`src/rtl/twos_conv_pkg.sv`:
```
// ============================================================================
// Module      : twos_conv_pkg
// Description : Shared types and constants for the serial two's-complement to
//               sign-magnitude converter.
// Revision    : 1.0 - initial release
// ============================================================================
`default_nettype none

package twos_conv_pkg;

  localparam int W_DEF = 4;

  typedef enum logic [1:0] {
    IDLE  = 2'd0,
    SHIFT = 2'd1,
    DONE  = 2'd2
  } state_t;

endpackage

`default_nettype wire

```
`src/rtl/serial_negate_bit.sv`:
```
// ============================================================================
// Module      : serial_negate_bit
// Description : One step of the LSB-first serial negation rule: bits pass
//               through until the first 1 has been seen, then are inverted.
// Revision    : 1.0 - initial release
// ============================================================================
`default_nettype none

module serial_negate_bit (
  input  logic data_bit,
  input  logic sign,
  input  logic seen_one,
  output logic out_bit,
  output logic seen_one_next
);

  // Positive operands pass unchanged; negative ones invert after the first 1.
  assign out_bit       = data_bit ^ (sign & seen_one);
  assign seen_one_next = seen_one | data_bit;

endmodule

`default_nettype wire

```
`src/rtl/twos_to_signmag_serial.sv`:
```
// ============================================================================
// Module      : twos_to_signmag_serial
// Description : Bit-serial two's-complement to sign-magnitude converter with
//               valid/ready handshakes; optional out_ovf via TWOS_OVF_FLAG_EN.
// Revision    : 1.0 - initial release
// ============================================================================
`default_nettype none

module twos_to_signmag_serial
  import twos_conv_pkg::*;
#(
  parameter int W = W_DEF
) (
  input  logic         clk,
  input  logic         rst,
  input  logic [W-1:0] in_data,
  input  logic         in_valid,
  output logic         in_ready,
  output logic         out_sign,
  output logic [W-1:0] out_mag,
  output logic         out_valid,
`ifdef TWOS_OVF_FLAG_EN
  output logic         out_ovf,
`endif
  input  logic         out_ready
);

  localparam int c_cnt_w = $clog2(W);
  localparam logic [W-1:0] c_most_neg = {1'b1, {(W-1){1'b0}}};

  state_t               r_state;
  state_t               w_state_next;
  logic [W-1:0]         r_shreg;
  logic                 r_sign;
  logic                 r_seen_one;
  logic [c_cnt_w-1:0]   r_cnt;
  logic                 w_accept;
  logic                 w_last;
  logic                 w_out_bit;
  logic                 w_seen_one_next;

  assign w_accept = in_valid & in_ready;
  assign w_last   = (int'(r_cnt) == W - 1);

  serial_negate_bit u_negate_bit (
    .data_bit      (r_shreg[0]),
    .sign          (r_sign),
    .seen_one      (r_seen_one),
    .out_bit       (w_out_bit),
    .seen_one_next (w_seen_one_next)
  );

  always_ff @(posedge clk or posedge rst) begin
    if (rst) begin
      r_state <= IDLE;
    end else begin
      r_state <= w_state_next;
    end
  end

  always_comb begin
    w_state_next = r_state;
    case (r_state)
      IDLE:    if (w_accept)  w_state_next = SHIFT;
      SHIFT:   if (w_last)    w_state_next = DONE;
      DONE:    if (out_ready) w_state_next = IDLE;
      default: w_state_next = IDLE;
    endcase
  end

  always_comb begin
    in_ready  = (r_state == IDLE);
    out_valid = (r_state == DONE);
    out_sign  = (r_state == DONE) & r_sign;
    out_mag   = (r_state == DONE) ? r_shreg : '0;
`ifdef TWOS_OVF_FLAG_EN
    // Only the most negative operand maps to sign=1 with magnitude 100..0.
    out_ovf   = (r_state == DONE) & r_sign & (r_shreg == c_most_neg);
`endif
  end

  // Result bits enter at the MSB so after W shifts bit 0 holds the first output.
  always_ff @(posedge clk or posedge rst) begin
    if (rst) begin
      r_shreg    <= '0;
      r_sign     <= 1'b0;
      r_seen_one <= 1'b0;
      r_cnt      <= '0;
    end else if (w_accept) begin
      r_shreg    <= in_data;
      r_sign     <= in_data[W-1];
      r_seen_one <= 1'b0;
      r_cnt      <= '0;
    end else if (r_state == SHIFT) begin
      r_shreg    <= {w_out_bit, r_shreg[W-1:1]};
      r_seen_one <= w_seen_one_next;
      r_cnt      <= w_last ? '0 : r_cnt + 1'b1;
    end
  end

endmodule

`default_nettype wire

```
`config.mk`:
```
export PLATFORM = sky130hd
export DESIGN_NAME = twos_to_signmag_serial
export DESIGN_NICKNAME = d
export VERILOG_FILES = /design/src/rtl/twos_conv_pkg.sv /design/src/rtl/serial_negate_bit.sv /design/src/rtl/twos_to_signmag_serial.sv
export SDC_FILE = /design/constraint.sdc
export NUM_CORES = 1
export LEC_CHECK = 0
export ABC_AREA = 1
export CORE_AREA = 2 2 39 41
export CTS_CLUSTER_SIZE = 8
export DETAILED_ROUTE_END_ITERATION = 8
export DIE_AREA = 0 0 41 43
export GPL_TIMING_DRIVEN = 0
export PLACE_DENSITY = 0.68
export SETUP_SLACK_MARGIN = 0.05
export SYNTH_ARGS = -nofsm -noshare
export SYNTH_HDL_FRONTEND = slang
export SYNTH_SLANG_ARGS = --single-unit
```
`constraint.sdc`:
```
create_clock -name clk -period 3.1 [get_ports clk]
set_input_delay 0.62 -clock clk [delete_from_list [all_inputs] [get_ports clk]]
set_output_delay 0.62 -clock clk [all_outputs]
set_load 0.01 [all_outputs]
```
# Word level (Yosys, flattened, before mapping)
# Cells that the tools add are included.
# op_classes
mux	12
eq_ne	6
add_sub_neg	1
n_reduce_logical	3
n_bitwise	5
# ops
operator	count
two-way mux 2 bit	6
two-way mux 4 bit	3
one-hot mux 2 bit (3 select lines)	1
equality test 2 x 1 -> 1 bit (second input constant)	2
!= test 2 x 1 -> 1 bit (second input constant)	2
AND 1 bit	3
AND reduction 3 bit	1
adder 2 x 1 -> 2 bit (second input constant)	1
equality test 2 bit (second input constant)	1
zero test 2 bit	1
two-way mux 1 bit	2
!= test 2 bit (second input constant)	1
nonzero test 2 bit	1
bitwise OR 1 bit	1
XOR 1 bit	1
# word_totals
in_bits	8
reg_bits	10
output_inout_bits	7

# Longest topological paths before layout
# Gate-level depths: netlist (run 1).
# depth
word_depth	4
depth_mapped	7
ltp_nobuf	7

# By module
# Synthesis (run 1) repeated with hierarchy kept, for this count alone.
# unflattened
cells_unflattened	67
area_unflattened_um2	516.7
# modules_own_cells
module	cells_each	instances	area_each_um2	seq_area_each_um2
twos_to_signmag_serial	61	1	490.5	250.2
serial_negate_bit	6	1	26.3	0.0

# Worst setup path before layout (run 1)
# Ideal clock, no wire load.
# synth_path
path_type	flip-flop to output port
startpoint	register r_state[1]
endpoint	output out_mag[0]
path_slack_ps	1604
required_time_ps	2480
path_stages_with_launch	5
arrival_time_ps	876
path_cell_list	dfrtp_1 -> inv_2 -> nor2_2 -> inv_2 -> nor2_1
# synth_via
elab_chain_cells	2
# synth_lines
element	line	source
start, declared	twos_to_signmag_serial.sv:31	state_t r_state;
start signal, assigned	twos_to_signmag_serial.sv:57	r_state <= w_state_next;
equality test 2 bit	n/a	
net out_valid	twos_to_signmag_serial.sv:21	output logic out_valid,
two-way mux 4 bit	twos_to_signmag_serial.sv:75	out_mag = (r_state == DONE) ? r_shreg : '0;
end, declared	twos_to_signmag_serial.sv:20	output logic [W-1:0] out_mag,
# The timed path passes the listed nets, and every way through them passes these cells.

# Worst setup path in the final report (run 1)
# layout_path
startpoint	register r_state[1]
endpoint	output out_mag[0]
# layout_via
elab_chain_cells	2
# layout_lines
element	line
equality test 2 bit	twos_to_signmag_serial.sv:75
two-way mux 4 bit	twos_to_signmag_serial.sv:75
# Every way passes these cells.

==> results by stage, run 1 <==
Outcome:
- The run finished with clean final reports.

Synthesis:
- The portion of synthesized cell area occupied by the leading cell type is 46.1%.
- The number of nets handed over by synthesis was 77.
- By area, the combinational part of the netlist is dominated by simple AND/OR/NAND/NOR gates.
- The post-synthesis area per instance is 7.99 um2.
- The area share of and/or/nand/nor cells after synthesis is 38.0%.
- The gate count after technology mapping is 68.
- The Yosys warning count is 0.
- Ranked by total cell area, the synthesized netlist is headed by sky130_fd_sc_hd__dfrtp_1 (46%), sky130_fd_sc_hd__nand2_1 (17%), sky130_fd_sc_hd__nor2_8 (7.4%), sky130_fd_sc_hd__inv_1 (5.5%), sky130_fd_sc_hd__nand3_1 (4.6%).
- After synthesis, flip-flops and latches occupy 46.1% of the total area.
- The number of synthesized register bits is 10.
- Summing the areas of all fa, ha and maj instances in the mapped netlist gives 2.30% of the synthesized area.
- The count of distinct cell types in the synthesized netlist is 14.
- The cell accounting for the most synthesized area is sky130_fd_sc_hd__dfrtp_1.
- In this run the cell area of the synthesized design comes to 543 um2.
- The synthesized netlist devotes 4.61% of its cell area to compound gates.
- Multiplexer cells account for 0% of the synthesized area.
- The area share of xor/xnor cells in the synthesized design is 0%.

Worst setup path:
- Traced cell by cell, the critical path runs through inv_2 -> nor2_2 -> inv_2 -> nor2_1 -> clkdlybuf4s50_1.
- The delay of the slowest cell on the worst path is 0.54 ns.
- The slowest stage of the critical path belongs to the cell sky130_fd_sc_hd__clkdlybuf4s50_1.
- The worst path required time is 2.48 ns.
- The cell with the most instances on the worst path is sky130_fd_sc_hd__inv_2.
- The type of the worst setup path is reg2out.
- The worst setup path is captured at an output pin.
- The type of origin of the critical path is a flop.
- Of all nets on the critical path, the largest fanout is 6.
- The worst reg2reg path depth is 7.
- The endpoint arrival time on the critical path is 1.58 ns.

Timing:
- The final count of negative-setup-slack endpoints is 0.
- The setup slack of the critical path after layout is 0.902 ns.
- The final clock skew is 0.00240 ns.
- The smallest hold slack is 0.484 ns.
- The share of the cycle needed by the critical path after routing is 70.9%.
- Setup repair after global routing left no endpoint under its margin.
- The worst relative slew slack is 74.3%.
- The final count of hold timing violations is 0.
- The count of final max-slew check failures is 0.
- The time the worst path needs with I/O delays and setup is 2.20 ns.
- The highest achievable clock rate is 455 MHz.
- At the pin with the least slew margin, the transition time is 0.385 ns.
- In the final timing run, aggregate negative setup slack is 0 ns.

Finish:
- Relative to the synthesized area, the layout overhead comes to 33.6%.
- After the last flow step, the layout net total stands at 96.
- The sequential cell area in the final layout is 250 um2.
- The share of final-layout standard cells stronger than drive strength 1 is 16.5%.
- The count of filler cells inserted in the layout is 139.
- The number of antenna diodes in the final layout is 0.
- The multi-input combinational cell area is 244 um2.
- The finished cells cover 726 um2.

Min path:
- The worst hold path passes through 2 cells.
- The min-delay analysis places its worst path in the category reg2reg.

Power:
- Sequential cells account for 36.0% of the total power.
- The static leakage is 0.000366 uW.
- The net switching power is 299 uW.
- The worst IR drop on VDD is 0.000408 V.
- Of the total power, combinational logic draws 51.4%.
- The power density over the cells is 945 nW/um2.
- Internal power comes to 387 uW.
- The share of total power consumed by net switching is 43.6%.
- Total power for the finished layout comes to 686 uW.
- The clock share of power is 12.5%.

Clocking:
- The number of buffers inserted to repair setup after CTS is 0.
- The level count of the clock H-tree is 1.
- The clock latency on the worst-skew pair is 0.26 ns.
- Counting every sink on the clock net gives 10.
- The post-cts repair resize count is 0.
- In this run the clock root is driven by a sky130_fd_sc_hd__clkbuf_4.
- For this design, the CTS-stage hold fixing added 0 buffers.
- The CTS tree is done.
- The number of buffers between clock root and the deepest sink is 2.
- The clock transition time at the flip-flop clock pins of the worst setup and hold paths is 0.06 ns.
- The total CTS buffers is 3.

Global routing:
- The overall routing resource usage is 14.3%.
- The wire length of the first global-routing pass is 1.63 mm.
- The total overflow left after global routing is 0.
- The via count of the first global-routing pass is 392.
- The maximum number of pins on one net before global-route repair is 11.
- The number of antenna violations at the first check in global routing is 0.

Placement:
- The weighted congestion reported at the end of routability-driven placement is 0.723.
- After legalization and detailed placement, the total HPWL measured 782 um.
- During placement, the flow inserted port buffers numbering 14.
- In this run the cell area measured after placement is 703 um2.
- The minimum setup slack after placement is 1.17 ns.

Floorplan:
- The initial core utilization is 39.2%.
- The die is 41 um wide.
- The floorplan step defined a die boundary enclosing 1760 um2.
- The height of the die is 43 um.
- The standard-cell row count is 14.
- In this run the standard cell core region covers 1380 um2.
- The count of boundary I/O pins is 15.

Routing:
- Across all layers, the routed design uses 475 vias.
- After detailed routing, the total wire length is 999 um.
- In the routed design, unresolved DRC markers number 0.
- After detailed routing, the average wire length per cell comes to 9.89 um.
- The number of antenna-violating nets in the routed design is 0.
- Dividing the detail-routed via count by the number of cells gives 4.70.
- The pre-antenna-repair detailed-routing pass consisted of 4 iterations.
- The iteration-0 DRC count of the detailed router is 5.

Job:
- The max-capacitance violation count is 0.
power by group through the flow:
stage	combinational (uW)	clock (uW)	sequential, uW
2_1_floorplan	271	0	241
3_3_place_gp	353	0	247
3_5_place_dp	360	0	249
4_1_cts	361	90.1	247
5_1_grt	399	97.5	254
6_report	353	85.9	247
state kept, by name (all words and copies together), names as in the netlist:
name / count
r_cnt: 2
r_seen_one: 1
r_shreg: 4
r_sign: 1
r_state: 2
logic make-up after synthesis:
family          count (synthesis)
compound gates                  4
flops                          10
simple gates                   40
fa+ha+maj                       1
buf+inv                        13
cell usage after synthesis:
cell / instances
sky130_fd_sc_hd__dfrtp_1: 10
sky130_fd_sc_hd__ha_1: 1
sky130_fd_sc_hd__inv_1: 8
sky130_fd_sc_hd__inv_2: 5
sky130_fd_sc_hd__nand2_1: 24
sky130_fd_sc_hd__nand2_4: 1
sky130_fd_sc_hd__nand3_1: 5
sky130_fd_sc_hd__nor2_1: 6
sky130_fd_sc_hd__nor2_2: 1
sky130_fd_sc_hd__nor2_4: 1
sky130_fd_sc_hd__nor2_8: 2
sky130_fd_sc_hd__o21ai_1: 2
sky130_fd_sc_hd__o21ai_2: 1
sky130_fd_sc_hd__o22ai_1: 1
layout by cell type, fill, tap and decap left out, types with 2 or more instances in the layout:
cell type / netlist / final
sky130_fd_sc_hd__inv_2: 5 / 5
sky130_fd_sc_hd__nand2_1: 24 / 24
sky130_fd_sc_hd__nor2_1: 6 / 6
sky130_fd_sc_hd__clkbuf_4: 0 / 3
sky130_fd_sc_hd__nand3_1: 5 / 5
sky130_fd_sc_hd__dfrtp_1: 10 / 10
sky130_fd_sc_hd__inv_1: 8 / 8
sky130_fd_sc_hd__o21ai_1: 2 / 2
sky130_fd_sc_hd__nor2_8: 2 / 2
sky130_fd_sc_hd__clkdlybuf4s50_1: 0 / 14
layout make-up:
type | instances | share of cell area, %
repair buffers | 14 | 19.3
flip-flops and latches | 10 | 34.5
inverters | 13 | 6.72
multi-input cells | 45 | 33.6
clock buffers | 3 | 3.10
well taps | 16 | 2.76
worst paths after layout:
path,startpoint,to,slack [ns]
setup / recovery,r_state[1],out_mag[0],0.90
hold / removal,r_cnt[1],r_cnt[1],0.48
setup reg to reg,r_state[1],r_shreg[3],2.01
hold reg to reg,r_cnt[1],r_cnt[1],0.48
max in group asynchronous,rst,r_state[1],2.19
min in group asynchronous,rst,r_shreg[2],0.63
through the flow:
step	cells	utilization [%]
CTS	101	52.4
detailed placement	98	50.8
global placement	98	50.8
finish	101	52.4
global route	101	52.4
floorplan	68	-
routing by layer:
metal | global-route usage (%) | share of wire (%) | vias up
li1 | - | - | 243
met1 | 18.4 | 45 | 216
met2 | 19.4 | 48 | 11
met3 | 3.14 | 4.5 | 5
met4 | 12.0 | 3.2 | 0
met5 | 0 | 0 | -
critical path, delay by kind of cell (launching register included):
kind,cells,cell delay (ns)
buf+inv,3,0.70
flops,1,0.42
simple gates,2,0.20
No activity file was read; power rests on OpenSTA's default activity.
==> run 2: changes to the inputs <==
Clock period 3.1 ns to 2.28 ns, I/O delays scaled along.
==> results of run 2 <==
Same layout as run 1 (identical final DEF). Status: completed.
Among the figures that moved: setup slack after placement 1.17 ns -> 0.514 ns; setup slack after layout 0.902 ns -> 0.246 ns; hold slack 0.484 ns -> 0.468 ns; register-to-register setup slack 2.01 ns -> 1.19 ns; total power 686 uW -> 932 uW; worst IR drop on VDD 0.000408 V -> 0.000555 V
